$ cat config.mk
export PLATFORM = sky130hd
export DESIGN_NAME = matrix_scan
export DESIGN_NICKNAME = d
export VERILOG_FILES = /design/src/rtl/matrix_scan.sv
export SDC_FILE = /design/constraint.sdc
export NUM_CORES = 1
export LEC_CHECK = 0
export CORE_ASPECT_RATIO = 1.75
export CORE_UTILIZATION = 40
export DETAILED_ROUTE_END_ITERATION = 6
export SETUP_SLACK_MARGIN = 0.5
export SLEW_MARGIN = 20
export SYNTH_ARGS = -nofsm -noshare
export SYNTH_HDL_FRONTEND = slang
export SYNTH_SLANG_ARGS = --single-unit
export TNS_END_PERCENT = 30
$ cat constraint.sdc
create_clock -name clk -period 4.6 [get_ports clk]
set_input_delay 1.15 -clock clk [delete_from_list [all_inputs] [get_ports clk]]
set_output_delay 1.15 -clock clk [all_outputs]
set_load 0.1 [all_outputs]
$ cat src/rtl/matrix_scan.sv
// matrix_scan
//   Loads a matrix of up to 2**R_WIDTH x 2**C_WIDTH elements in row-major
//   order, then streams it back out in one of four scan orders: row-major,
//   column-major, clockwise spiral or counter-clockwise spiral. Loading and
//   draining never overlap: the input side is ready only while idle or
//   loading, and the output side is valid only while draining.
//
// Ports
//   clk            rising-edge clock
//   rstn           asynchronous active-low reset
//   row_m1/col_m1  matrix dimensions minus one, sampled on the first beat
//   mode           0 row-major, 1 column-major, 2 spiral CW, 3 spiral CCW
//   data_in*       load stream (valid/ready handshake)
//   data_out*      scan stream (valid/ready handshake), last marks final beat
//   busy           high while loading or draining
module matrix_scan #(
  parameter int DATA_WIDTH = 8,
  parameter int R_WIDTH    = 3,
  parameter int C_WIDTH    = 3
) (
  input  logic                  clk,
  input  logic                  rstn,
  input  logic [R_WIDTH-1:0]    row_m1,
  input  logic [C_WIDTH-1:0]    col_m1,
  input  logic [1:0]            mode,
  input  logic [DATA_WIDTH-1:0] data_in,
  input  logic                  data_in_valid,
  output logic                  data_in_rdy,
  output logic [DATA_WIDTH-1:0] data_out,
  output logic                  data_out_valid,
  input  logic                  data_out_rdy,
  output logic                  data_out_last,
  output logic                  busy
);

  localparam int ADDR_W = R_WIDTH + C_WIDTH;
  localparam int CNT_W  = R_WIDTH + C_WIDTH + 1;
  localparam int DEPTH  = 1 << ADDR_W;

  localparam logic [R_WIDTH-1:0] R_ONE = R_WIDTH'(1);
  localparam logic [C_WIDTH-1:0] C_ONE = C_WIDTH'(1);
  localparam logic [CNT_W-1:0]   N_ONE = CNT_W'(1);

  typedef enum logic [1:0] {IDLE, LOAD, DRAIN} state_t;
  typedef enum logic [1:0] {L2R, U2D, R2L, D2U} dir_t;

  state_t               state_reg, state_next;
  dir_t                 dir_reg, dir_next;
  logic [1:0]           mode_reg, mode_next;
  logic [R_WIDTH-1:0]   row_lim_reg, row_lim_next;
  logic [C_WIDTH-1:0]   col_lim_reg, col_lim_next;
  logic [R_WIDTH-1:0]   wr_r_reg, wr_r_next;
  logic [C_WIDTH-1:0]   wr_c_reg, wr_c_next;
  logic [R_WIDTH-1:0]   rd_r_reg, rd_r_next;
  logic [C_WIDTH-1:0]   rd_c_reg, rd_c_next;
  logic [R_WIDTH-1:0]   top_reg, top_next, bottom_reg, bottom_next;
  logic [C_WIDTH-1:0]   left_reg, left_next, right_reg, right_next;
  logic [CNT_W-1:0]     count_reg, count_next;
  logic                 in_rdy_reg, in_rdy_next;

  logic [DATA_WIDTH-1:0] mem [DEPTH];

  logic                 in_fire;
  logic                 out_fire;
  logic                 cw;
  logic [R_WIDTH-1:0]   row_lim;
  logic [C_WIDTH-1:0]   col_lim;
  logic [CNT_W-1:0]     total;

  assign in_fire  = data_in_valid && in_rdy_reg;
  assign out_fire = (state_reg == DRAIN) && data_out_rdy;
  assign cw       = !mode_reg[0];

  // On the first beat the dimensions come straight from the ports; they are
  // captured into the limit registers on that same edge.
  assign row_lim = (state_reg == IDLE) ? row_m1 : row_lim_reg;
  assign col_lim = (state_reg == IDLE) ? col_m1 : col_lim_reg;
  assign total   = (CNT_W'(row_m1) + N_ONE) * (CNT_W'(col_m1) + N_ONE);

  always_ff @(posedge clk or negedge rstn) begin
    if (!rstn) begin
      state_reg   <= IDLE;
      dir_reg     <= L2R;
      mode_reg    <= '0;
      row_lim_reg <= '0;
      col_lim_reg <= '0;
      wr_r_reg    <= '0;
      wr_c_reg    <= '0;
      rd_r_reg    <= '0;
      rd_c_reg    <= '0;
      top_reg     <= '0;
      bottom_reg  <= '0;
      left_reg    <= '0;
      right_reg   <= '0;
      count_reg   <= '0;
      in_rdy_reg  <= 1'b0;
    end else begin
      state_reg   <= state_next;
      dir_reg     <= dir_next;
      mode_reg    <= mode_next;
      row_lim_reg <= row_lim_next;
      col_lim_reg <= col_lim_next;
      wr_r_reg    <= wr_r_next;
      wr_c_reg    <= wr_c_next;
      rd_r_reg    <= rd_r_next;
      rd_c_reg    <= rd_c_next;
      top_reg     <= top_next;
      bottom_reg  <= bottom_next;
      left_reg    <= left_next;
      right_reg   <= right_next;
      count_reg   <= count_next;
      in_rdy_reg  <= in_rdy_next;
    end
  end

  // Storage is never reset; a write can only happen while the input is ready,
  // so the drain phase cannot disturb it.
  always_ff @(posedge clk) begin
    if (in_fire) begin
      mem[{wr_r_reg, wr_c_reg}] <= data_in;
    end
  end

  always_comb begin
    state_next   = state_reg;
    dir_next     = dir_reg;
    mode_next    = mode_reg;
    row_lim_next = row_lim_reg;
    col_lim_next = col_lim_reg;
    wr_r_next    = wr_r_reg;
    wr_c_next    = wr_c_reg;
    rd_r_next    = rd_r_reg;
    rd_c_next    = rd_c_reg;
    top_next     = top_reg;
    bottom_next  = bottom_reg;
    left_next    = left_reg;
    right_next   = right_reg;
    count_next   = count_reg;

    case (state_reg)
      IDLE, LOAD: begin
        if (in_fire) begin
          if (state_reg == IDLE) begin
            mode_next    = mode;
            row_lim_next = row_m1;
            col_lim_next = col_m1;
            count_next   = total;
            top_next     = '0;
            left_next    = '0;
            bottom_next  = row_m1;
            right_next   = col_m1;
            dir_next     = (mode == 2'd3) ? U2D : L2R;
            rd_r_next    = '0;
            rd_c_next    = '0;
            state_next   = LOAD;
          end
          if (wr_r_reg == row_lim && wr_c_reg == col_lim) begin
            state_next = DRAIN;
          end else if (wr_c_reg == col_lim) begin
            wr_c_next = '0;
            wr_r_next = wr_r_reg + R_ONE;
          end else begin
            wr_c_next = wr_c_reg + C_ONE;
          end
        end
      end

      DRAIN: begin
        if (out_fire) begin
          count_next = count_reg - N_ONE;
          if (count_reg == N_ONE) begin
            // Final element: return to a clean idle state.
            state_next  = IDLE;
            dir_next    = L2R;
            wr_r_next   = '0;
            wr_c_next   = '0;
            rd_r_next   = '0;
            rd_c_next   = '0;
            top_next    = '0;
            bottom_next = '0;
            left_next   = '0;
            right_next  = '0;
          end else begin
            case (mode_reg)
              2'd0: begin
                if (rd_c_reg == col_lim_reg) begin
                  rd_c_next = '0;
                  rd_r_next = rd_r_reg + R_ONE;
                end else begin
                  rd_c_next = rd_c_reg + C_ONE;
                end
              end
              2'd1: begin
                if (rd_r_reg == row_lim_reg) begin
                  rd_r_next = '0;
                  rd_c_next = rd_c_reg + C_ONE;
                end else begin
                  rd_r_next = rd_r_reg + R_ONE;
                end
              end
              default: begin
                // Spiral: walk in the current direction until the matching
                // bound is reached, then turn, shrinking the bound of the leg
                // just completed and stepping onto the first cell of the next.
                case (dir_reg)
                  L2R: begin
                    if (rd_c_reg != right_reg) begin
                      rd_c_next = rd_c_reg + C_ONE;
                    end else if (cw) begin
                      top_next  = top_reg + R_ONE;
                      dir_next  = U2D;
                      rd_r_next = rd_r_reg + R_ONE;
                    end else begin
                      bottom_next = bottom_reg - R_ONE;
                      dir_next    = D2U;
                      rd_r_next   = rd_r_reg - R_ONE;
                    end
                  end
                  U2D: begin
                    if (rd_r_reg != bottom_reg) begin
                      rd_r_next = rd_r_reg + R_ONE;
                    end else if (cw) begin
                      right_next = right_reg - C_ONE;
                      dir_next   = R2L;
                      rd_c_next  = rd_c_reg - C_ONE;
                    end else begin
                      left_next = left_reg + C_ONE;
                      dir_next  = L2R;
                      rd_c_next = rd_c_reg + C_ONE;
                    end
                  end
                  R2L: begin
                    if (rd_c_reg != left_reg) begin
                      rd_c_next = rd_c_reg - C_ONE;
                    end else if (cw) begin
                      bottom_next = bottom_reg - R_ONE;
                      dir_next    = D2U;
                      rd_r_next   = rd_r_reg - R_ONE;
                    end else begin
                      top_next  = top_reg + R_ONE;
                      dir_next  = U2D;
                      rd_r_next = rd_r_reg + R_ONE;
                    end
                  end
                  default: begin // D2U
                    if (rd_r_reg != top_reg) begin
                      rd_r_next = rd_r_reg - R_ONE;
                    end else if (cw) begin
                      left_next = left_reg + C_ONE;
                      dir_next  = L2R;
                      rd_c_next = rd_c_reg + C_ONE;
                    end else begin
                      right_next = right_reg - C_ONE;
                      dir_next   = R2L;
                      rd_c_next  = rd_c_reg - C_ONE;
                    end
                  end
                endcase
              end
            endcase
          end
        end
      end

      default: state_next = IDLE;
    endcase

    in_rdy_next = (state_next != DRAIN);
  end

  // The read address is registered and storage is frozen while draining, so
  // data_out holds steady through any output stall.
  assign data_out       = mem[{rd_r_reg, rd_c_reg}];
  assign data_out_valid = (state_reg == DRAIN);
  assign data_out_last  = data_out_valid && (count_reg == N_ONE);
  assign data_in_rdy    = in_rdy_reg;
  assign busy           = (state_reg != IDLE);

endmodule

# ---- Word-level counts from Yosys, hierarchy flattened
# Memories as Yosys holds them, arrays and structs flattened.
# Cells that the tools add are included.
dict set report op_classes {
  reduce_logical 24
  mux 108
  add_sub_neg 13
  eq_ne 48
  multipliers 1
}
# op count
set ops {}
lappend ops {{two-way mux 3 bit} 64}
lappend ops {{one-hot mux 3 bit (2 select lines)} 14}
lappend ops {{inequality test 4 bit (second input constant)} 11}
lappend ops {{AND reduction 10 bit} 4}
lappend ops {{two-way mux 2 bit} 18}
lappend ops {{inequality test 6 x 4 -> 1 bit (second input constant)} 6}
lappend ops {{AND reduction 9 bit} 3}
lappend ops {{two-way mux 7 bit} 3}
lappend ops {{adder 3 x 1 -> 3 bit (second input constant)} 6}
lappend ops {{one-hot mux 3 bit (3 select lines)} 2}
lappend ops {{one-hot mux 7 bit (2 select lines)} 1}
lappend ops {{equality test 3 bit} 4}
lappend ops {{inequality test 3 bit} 4}
lappend ops {{subtractor 3 x 1 -> 3 bit (second input constant)} 4}
lappend ops {{inequality test 2 bit (second input constant)} 5}
lappend ops {{adder 3 x 1 -> 4 bit (second input constant)} 2}
lappend ops {{inequality test 4 x 1 -> 1 bit (second input constant)} 2}
lappend ops {{inequality test 4 x 2 -> 1 bit (second input constant)} 2}
lappend ops {{inequality test 8 x 1 -> 1 bit (second input constant)} 1}
lappend ops {{inequality test 8 x 2 -> 1 bit (second input constant)} 1}
lappend ops {{one-hot mux 2 bit (2 select lines)} 2}
lappend ops {{equality test 7 x 1 -> 1 bit (second input constant)} 1}
lappend ops {{multiplier 4 x 4 -> 7 bit} 1}
lappend ops {{subtractor 7 x 1 -> 7 bit (second input constant)} 1}
lappend ops {{16 further kinds} 32}
dict set report word_totals {
  mem_bits_rw 512
  word_cells 210
  mem_count 1
  out_inout_bits 12
  regBits 44
  input_bits 20
}
# name depth word_bits rd rd_clocked_by_memory_dff write_ports line_no
set memory_table {}
lappend memory_table {mem 64 8 1 0 1 61} ;# logic [DATA_WIDTH-1:0] mem [DEPTH];

# ---- Logic depth before layout (Yosys ltp)
# Gate-level depths: netlist (run 1).
dict set report depth {
  ltp_word 8
  mapped_depth 14
  ltp_nobuf 14
}

# ---- Worst setup path before layout (run 1)
# No wires, ideal clock.
dict set report synth_path {
  path_type {register to output}
  start {reg rd_c_reg[0]}
  end {out data_out[0]}
  path_buffers 4
  slack_ps 104
  t_arrival_ps 3346
  stages_incl_launch_ff 10
  required_ps 3450
  cell_sequence {dfrtp_1 -> buf_4 -> buf_4 -> buf_2 -> buf_4 -> mux4_2 -> nand2_1 -> nand3_1 -> nand3_1 -> a31oi_1}
}
dict set report synth_between {
  elab_chain_cells 1
}
# item line_no
set synth_lines {}
lappend synth_lines {{start, declared} 55} ;# logic [C_WIDTH-1:0] rd_c_reg, rd_c_next;
lappend synth_lines {{start signal, assigned} 106} ;# rd_c_reg <= rd_c_next;
lappend synth_lines {{memory read (64 x 8 bit)} -}
lappend synth_lines {{end, declared} 29} ;# output logic [DATA_WIDTH-1:0] data_out,
# No other way between the ends.

# ---- Worst setup path after layout (run 1)
dict set report layout_path {
  start {reg rd_c_reg[0]}
  end {out data_out[7]}
}
# The elaborated chain is that of the path after synthesis.

==> flow_metrics.env, run 1 <==
export IMPL_status="finished clean"
export IMPL_yosysUniqueCellTypes=69
export IMPL_cts_sinks=556
export IMPL_setup_tns_ns=0
export IMPL_final_cells=2251
export IMPL_ys_ff_latch=556
export IMPL_start_util_pct=40.42
export IMPL_globalplace_congestion=0.8287
export IMPL_pin_count=32
export IMPL_skew_ns=0.04040
export IMPL_hold_violations=0
export IMPL_io_buffers=31
export IMPL_row_count=117
export IMPL_syn_to_final_growth_pct=17.73
export IMPL_cap_violations=0
export IMPL_drt_iter0_markers=926
export IMPL_slowest_delay_ns=0.57
export IMPL_critical_path_class="flop to primary output"
export IMPL_hpwl_microns=37580
export IMPL_path_buf_inv=5
export IMPL_cp_max_fo=6
export IMPL_cts_made_buffers=50
export IMPL_cts_tree="built"
export IMPL_arrival_ns=3.29
export IMPL_cp_start_kind="flop"
export IMPL_cp_cell_sequence="buf_12 -> buf_16 -> buf_12 -> buf_12 -> mux4_2 -> mux4_2 -> a211oi_4 -> a31oi_4 -> buf_12"
export IMPL_clock_latency_ns=0.62
export IMPL_drc=0
export IMPL_yosysWarnings=0
export IMPL_die_w_microns=185.2
export IMPL_clock_path_buffers=3
export IMPL_p_leak_nw=9.104
export IMPL_die_area_sq_um=59730
export IMPL_fin_crit_sh_pct=96.47
export IMPL_tightestPinTransition_ns=1.100
export IMPL_maxSlewHeadroom_pct=26.67
export IMPL_core_area_sq_um=58120
export IMPL_path_clk_slew_ns=0.06
export IMPL_seq_area_frac_synth_pct=70.14
export IMPL_num_antenna_cells=0
export IMPL_layout_drive_gt1_share_pct=28.82
export IMPL_synthArstFlopShare_pct=7.914
export IMPL_max_freq_mhz=225.3
export IMPL_clockRootBuffer="clkbuf_16"
export IMPL_htree_levels=2
export IMPL_irDropWorstVdd_uv=1225
export IMPL_largest_register_ffs=512
export IMPL_p_per_area_nw_per_um2=618.4
export IMPL_syn_nets=1344
export IMPL_crit_slowest_cell="mux4_2"
export IMPL_synth_flop_cell="edfxtp_1"
export IMPL_grt_pass1_vias=13192
export IMPL_finalWorstPathRequiredPeriod_ns=4.438
export IMPL_synth_edf_count=512
export IMPL_required_ns=3.45
export IMPL_critical_path_top_delay_family="multiplexers"
export IMPL_final_util_pct=47.58
export IMPL_fillers=4874
export IMPL_wl_per_cell_microns=25.19
export IMPL_crit_top_cell="buf_12"
export IMPL_critPathCaptureType="primary output"
export IMPL_grt_antenna_before_repair=0
export IMPL_syn_inst=1296
export IMPL_grt_pass1_wl_microns=84740
export IMPL_rsz0062_at_grt="true"
export IMPL_avgSynthCellArea_sq_um=18.12
export IMPL_holdCritPathClass="flop to flop"
export IMPL_wirelength_microns=56700
export IMPL_dp_cells=2140
export IMPL_setup_viol=0
export IMPL_overflow=0
export IMPL_drtAntennaViolNets=0
export IMPL_nets=1486
export IMPL_vias=12409
export IMPL_avgViaCountPerCell=5.513
export IMPL_drv_slew=0
export IMPL_grt_usage_pct=19.74
export IMPL_syn_area_sq_um=23490
export IMPL_drt_pass1_iter_count=5
export IMPL_grt_max_degree=65
export IMPL_die_h_microns=322.6
export IMPL_hold_ws_ns=0.5017
## cells in the mapped netlist, drive strengths merged (13+ instances only)
cell | number | area share (%)
a211oi | 18 | 0.60
a21oi | 39 | 0.88
buf | 39 | 1.0
clkbuf | 32 | 0.51
dfrtp | 44 | 4.7
edfxtp | 512 | 65
ha | 24 | 1.3
inv | 31 | 0.50
mux2 | 13 | 0.62
mux2i | 26 | 1.1
mux4 | 148 | 14
nand2 | 61 | 0.97
nand3 | 29 | 0.62
nor2 | 91 | 1.5
o21ai | 30 | 0.64
xnor2 | 17 | 0.63
xor2 | 17 | 0.67
## through the flow
step | worst slack, ns | instance area (sq um) | total power [mW]
final | 0.1622 | 27650 | 17.10
after global routing | 0.1162 | 27650 | 17.76
after CTS | 0.1978 | 27610 | 17.20
after detailed placement | 0.07732 | 25330 | 12.08
after global placement | 0.1577 | 25330 | 12.02
after floorplan | 0.1171 | 23500 | 10.01
## logic make-up after synthesis
family                     synth area share (%)
AOI/OAI and AO/OA                         3.937
muxes                                     15.95
xor gates and xnor gates                  1.300
DFF                                       70.14
adders and majority gates                 1.619
buffers and inverters                     2.040
and+or+nand+nor                           5.007
## worst paths after layout
kind / start / end / slack, ns / depth (start not counted)
worst max register to register: rd_r_reg[2]$_DFFE_PN0P_ / right_reg[2]$_DFFE_PN0P_ / 1.53 / 6
min in group asynchronous: rstn / count_reg[6]$_DFFE_PN0P_ / 0.54 / 1
worst min register to register: top_reg[2]$_DFFE_PN0P_ / top_reg[2]$_DFFE_PN0P_ / 0.50 / 1
worst min-delay path: top_reg[2]$_DFFE_PN0P_ / top_reg[2]$_DFFE_PN0P_ / 0.50 / 1
max in group asynchronous: rstn / rd_c_reg[2]$_DFFE_PN0P_ / 3.29 / 2
worst max-delay path: rd_c_reg[0]$_DFFE_PN0P_ / data_out[7] / 0.16 / 9
## report_power, final
part / switching (mW) / internal (mW)
Clock: 1.88 / 2.57
Combinational: 3.58 / 2.84
Sequential: 0.402 / 5.83
## repair_timing
item	4_1_cts	5_1_grt
setup endpoints to repair	8	8
hold buffers	0	0
gates cloned	5	0
endpoints found under the hold margin	0	0
pin swaps	6	3
buffers inserted	14	0
gates resized for setup	50	5
## placed cells by master, fill, tap and decap left out, types with 8 or more instances in the layout
| master | n |
|---|---|
| mux2_2 | 10 |
| clkinv_2 | 10 |
| mux2i_1 | 26 |
| clkbuf_1 | 11 |
| clkbuf_16 | 51 |
| and2_1 | 8 |
| clkdlybuf4s50_1 | 12 |
| inv_1 | 29 |
| edfxtp_1 | 512 |
| a31oi_1 | 8 |
| xor2_1 | 16 |
| xnor2_1 | 17 |
| nand2_1 | 59 |
| buf_12 | 17 |
| nand3_1 | 29 |
| ha_1 | 24 |
| nor3_1 | 10 |
| a21oi_1 | 34 |
| o21ai_0 | 27 |
| nor2_1 | 91 |
| nor2b_1 | 9 |
| bufinv_16 | 9 |
| buf_4 | 112 |
| mux4_2 | 147 |
| nand2b_1 | 8 |
| dfrtp_1 | 41 |
## routing by layer
metal | track usage [%] | vias to the layer above | share of wire (%)
met5 | 0 | - | 0
met3 | 1.998 | 109 | 3.5
met1 | 21.94 | 6531 | 36
li1 | - | 5454 | -
met2 | 36.94 | 315 | 56
met4 | 9.917 | 0 | 4.6
## final cells by class
type                            count  area [sq um]  area share [%]
Multi-Input combinational cell    638          6709           24.26
Inverter                           31         116.4          0.4208
Tap cell                          773         967.2           3.497
Sequential cell                   556         16490           59.62
Timing Repair Buffer              161          1619           5.855
Clock buffer                       62          1318           4.764
Clock inverter                     30         437.9           1.584
Note: power is estimated with default switching activity, not from simulation.
==> inputs of run 2 (changes only) <==
--- a/config.mk
+++ b/config.mk
@@ -8,6 +8,7 @@
 export CORE_ASPECT_RATIO = 1.75
 export CORE_UTILIZATION = 40
 export DETAILED_ROUTE_END_ITERATION = 6
+export DONT_BUFFER_PORTS = 1
 export SETUP_SLACK_MARGIN = 0.5
 export SLEW_MARGIN = 20
 export SYNTH_ARGS = -nofsm -noshare
==> flow_metrics.env, run 2 (synthesized netlist as in run 1, its figures left out) <==
export IMPL_largest_register_ffs=512
export IMPL_skew_ns=0.01742
export IMPL_wirelength_microns=57050
export IMPL_drv_slew=0
export IMPL_drt_iter0_markers=952
export IMPL_finalWorstPathRequiredPeriod_ns=4.247
export IMPL_clock_latency_ns=0.59
export IMPL_post_place_ws_ns=0.4253
export IMPL_rsz0062_at_grt="true"
export IMPL_num_antenna_cells=0
export IMPL_drtAntennaViolNets=0
export IMPL_hold_violations=0
export IMPL_r2r_start="data_in_rdy$_DFF_PN0_"
export IMPL_cts_sinks=556
export IMPL_maxSlewHeadroom_pct=33.29
export IMPL_layout_drive_gt1_share_pct=24.96
export IMPL_holdCritPathClass="input port to async pin"
export IMPL_max_freq_mhz=235.4
export IMPL_vias=12100
export IMPL_cts_made_buffers=48
export IMPL_timing_rr_end="mem[7][1]$_DFFE_PP_"
export IMPL_globalplace_congestion=0.8296
export IMPL_cp_max_fo=8
export IMPL_avgViaCountPerCell=5.594
export IMPL_die_h_microns=322.6
export IMPL_syn_to_final_growth_pct=13.60
export IMPL_cp_start_kind="flop"
export IMPL_arrival_ns=3.10
export IMPL_tightestPinTransition_ns=0.9970
export IMPL_layout_common_cells="edfxtp_1, mux4_2, nor2_1"
export IMPL_die_w_microns=185.2
export IMPL_critical_path_class="flop to primary output"
export IMPL_r2r_slack_ns=1.54
export IMPL_clock_path_buffers=3
export IMPL_grt_pass1_vias=12583
export IMPL_nets=1400
export IMPL_grt_antenna_before_repair=0
export IMPL_hpwl_microns=36310
export IMPL_layout_commonest_cell="edfxtp_1"
export IMPL_reg2reg_depth=5
export IMPL_p_leak_nw=8.504
export IMPL_irDropWorstVdd_uv=1219
export IMPL_row_count=117
export IMPL_setup_tns_ns=0
export IMPL_cap_violations=0
export IMPL_fin_crit_sh_pct=92.33
export IMPL_path_clk_slew_ns=0.06
export IMPL_overflow=0
export IMPL_required_ns=3.45
export IMPL_pin_count=32
export IMPL_p_per_area_nw_per_um2=611.1
export IMPL_drc=0
export IMPL_htree_levels=2
export IMPL_setup_viol=0
export IMPL_grt_max_degree=65
export IMPL_drt_pass1_iter_count=5
export IMPL_grt_usage_pct=19.58
export IMPL_wl_per_cell_microns=26.37
export IMPL_die_area_sq_um=59730
export IMPL_fin_ws_ns=0.3528
export IMPL_grt_pass1_wl_microns=83320
export IMPL_io_buffers=0
export IMPL_core_area_sq_um=58120
export IMPL_critPathCaptureType="primary output"
export IMPL_start_util_pct=40.42
export IMPL_clockRootBuffer="clkbuf_16"
export IMPL_status="finished clean"
export IMPL_cts_tree="built"
[run 2: changes by cell type in the layout (fill, tap and decap cells not counted), sizes merged]
cell,before,now
buf,146,76
bufbuf,3,0
bufinv,9,3
clkbuf,62,66
clkdlybuf4s50,12,0
clkinv,17,11
clkinvlp,3,6
inv,32,34
[run 2: where the power goes]
part	switching, mW	internal [mW]	leakage, nW
clock	1.81	2.14	0.711
combinational	3.50	2.65	2.64
sequential	0.362	5.83	5.15
[run 2: stage by stage]
| stage | utilization (%) | power (mW) | instance area [sq um] | hold WS [ns] | std cells |
|---|---|---|---|---|---|
| global route | 45.91 | 16.92 | 26680 | 0.2412 | 2163 |
| floorplan | - | 10.01 | 23500 | 0.4723 | 1296 |
| global placement | 42.38 | 11.60 | 24630 | 0.5035 | 2054 |
| finish | 45.91 | 16.31 | 26680 | 0.2601 | 2163 |
| detailed placement | 42.38 | 11.65 | 24630 | 0.5006 | 2054 |
| CTS | 45.62 | 16.22 | 26510 | 0.2396 | 2153 |
[run 2: critical path: stages, from the launching register on]
cell and delay (ns):
dfrtp_4 0.51, buf_12 0.17, buf_12 0.15, buf_16 0.15
mux4_2 0.33, mux2i_1 0.07, buf_4 0.17, mux4_2 0.54
a21oi_4 0.24, buf_12 0.20
[run 2: what timing repair did]
item,CTS,global route
hold buffers,0,0
pin swaps,10,3
endpoints found under the setup margin,8,8
gates cloned,1,1
setup buffers,10,9
resized for setup,49,12
[run 2: layout make-up]
class	instances	area, sq um
Timing Repair Buffer	77	900.9
Tap cell	773	967.2
Multi-Input combinational cell	638	6715
Inverter	31	116.4
Fill cell	4963	31430
Sequential cell	556	16490
Clock inverter	23	210.2
Clock buffer	65	1286
[run 2: how the worst max path moves through the flow]
stage	from	to	slack, ns	cells past startpoint
after CTS	rd_c_reg[0]$_DFFE_PN0P_	data_out[6]	0.34	9
after detailed placement	rd_c_reg[0]$_DFFE_PN0P_	data_out[3]	0.43	6
final	rd_c_reg[0]$_DFFE_PN0P_	data_out[6]	0.35	9
after floorplan	rd_c_reg[0]$_DFFE_PN0P_	data_out[5]	0.12	9
after global routing	rd_c_reg[0]$_DFFE_PN0P_	data_out[3]	0.29	9
after global placement	rd_c_reg[0]$_DFFE_PN0P_	data_out[6]	0.41	7
[run 2: metal layers]
layer | share of wire, % | GRT usage (%) | vias up
met4 | 4.9 | 9.660 | 0
li1 | - | - | 5285
met5 | 0 | 0 | -
met1 | 36 | 22.01 | 6353
met2 | 54 | 35.66 | 346
met3 | 4.9 | 3.026 | 116
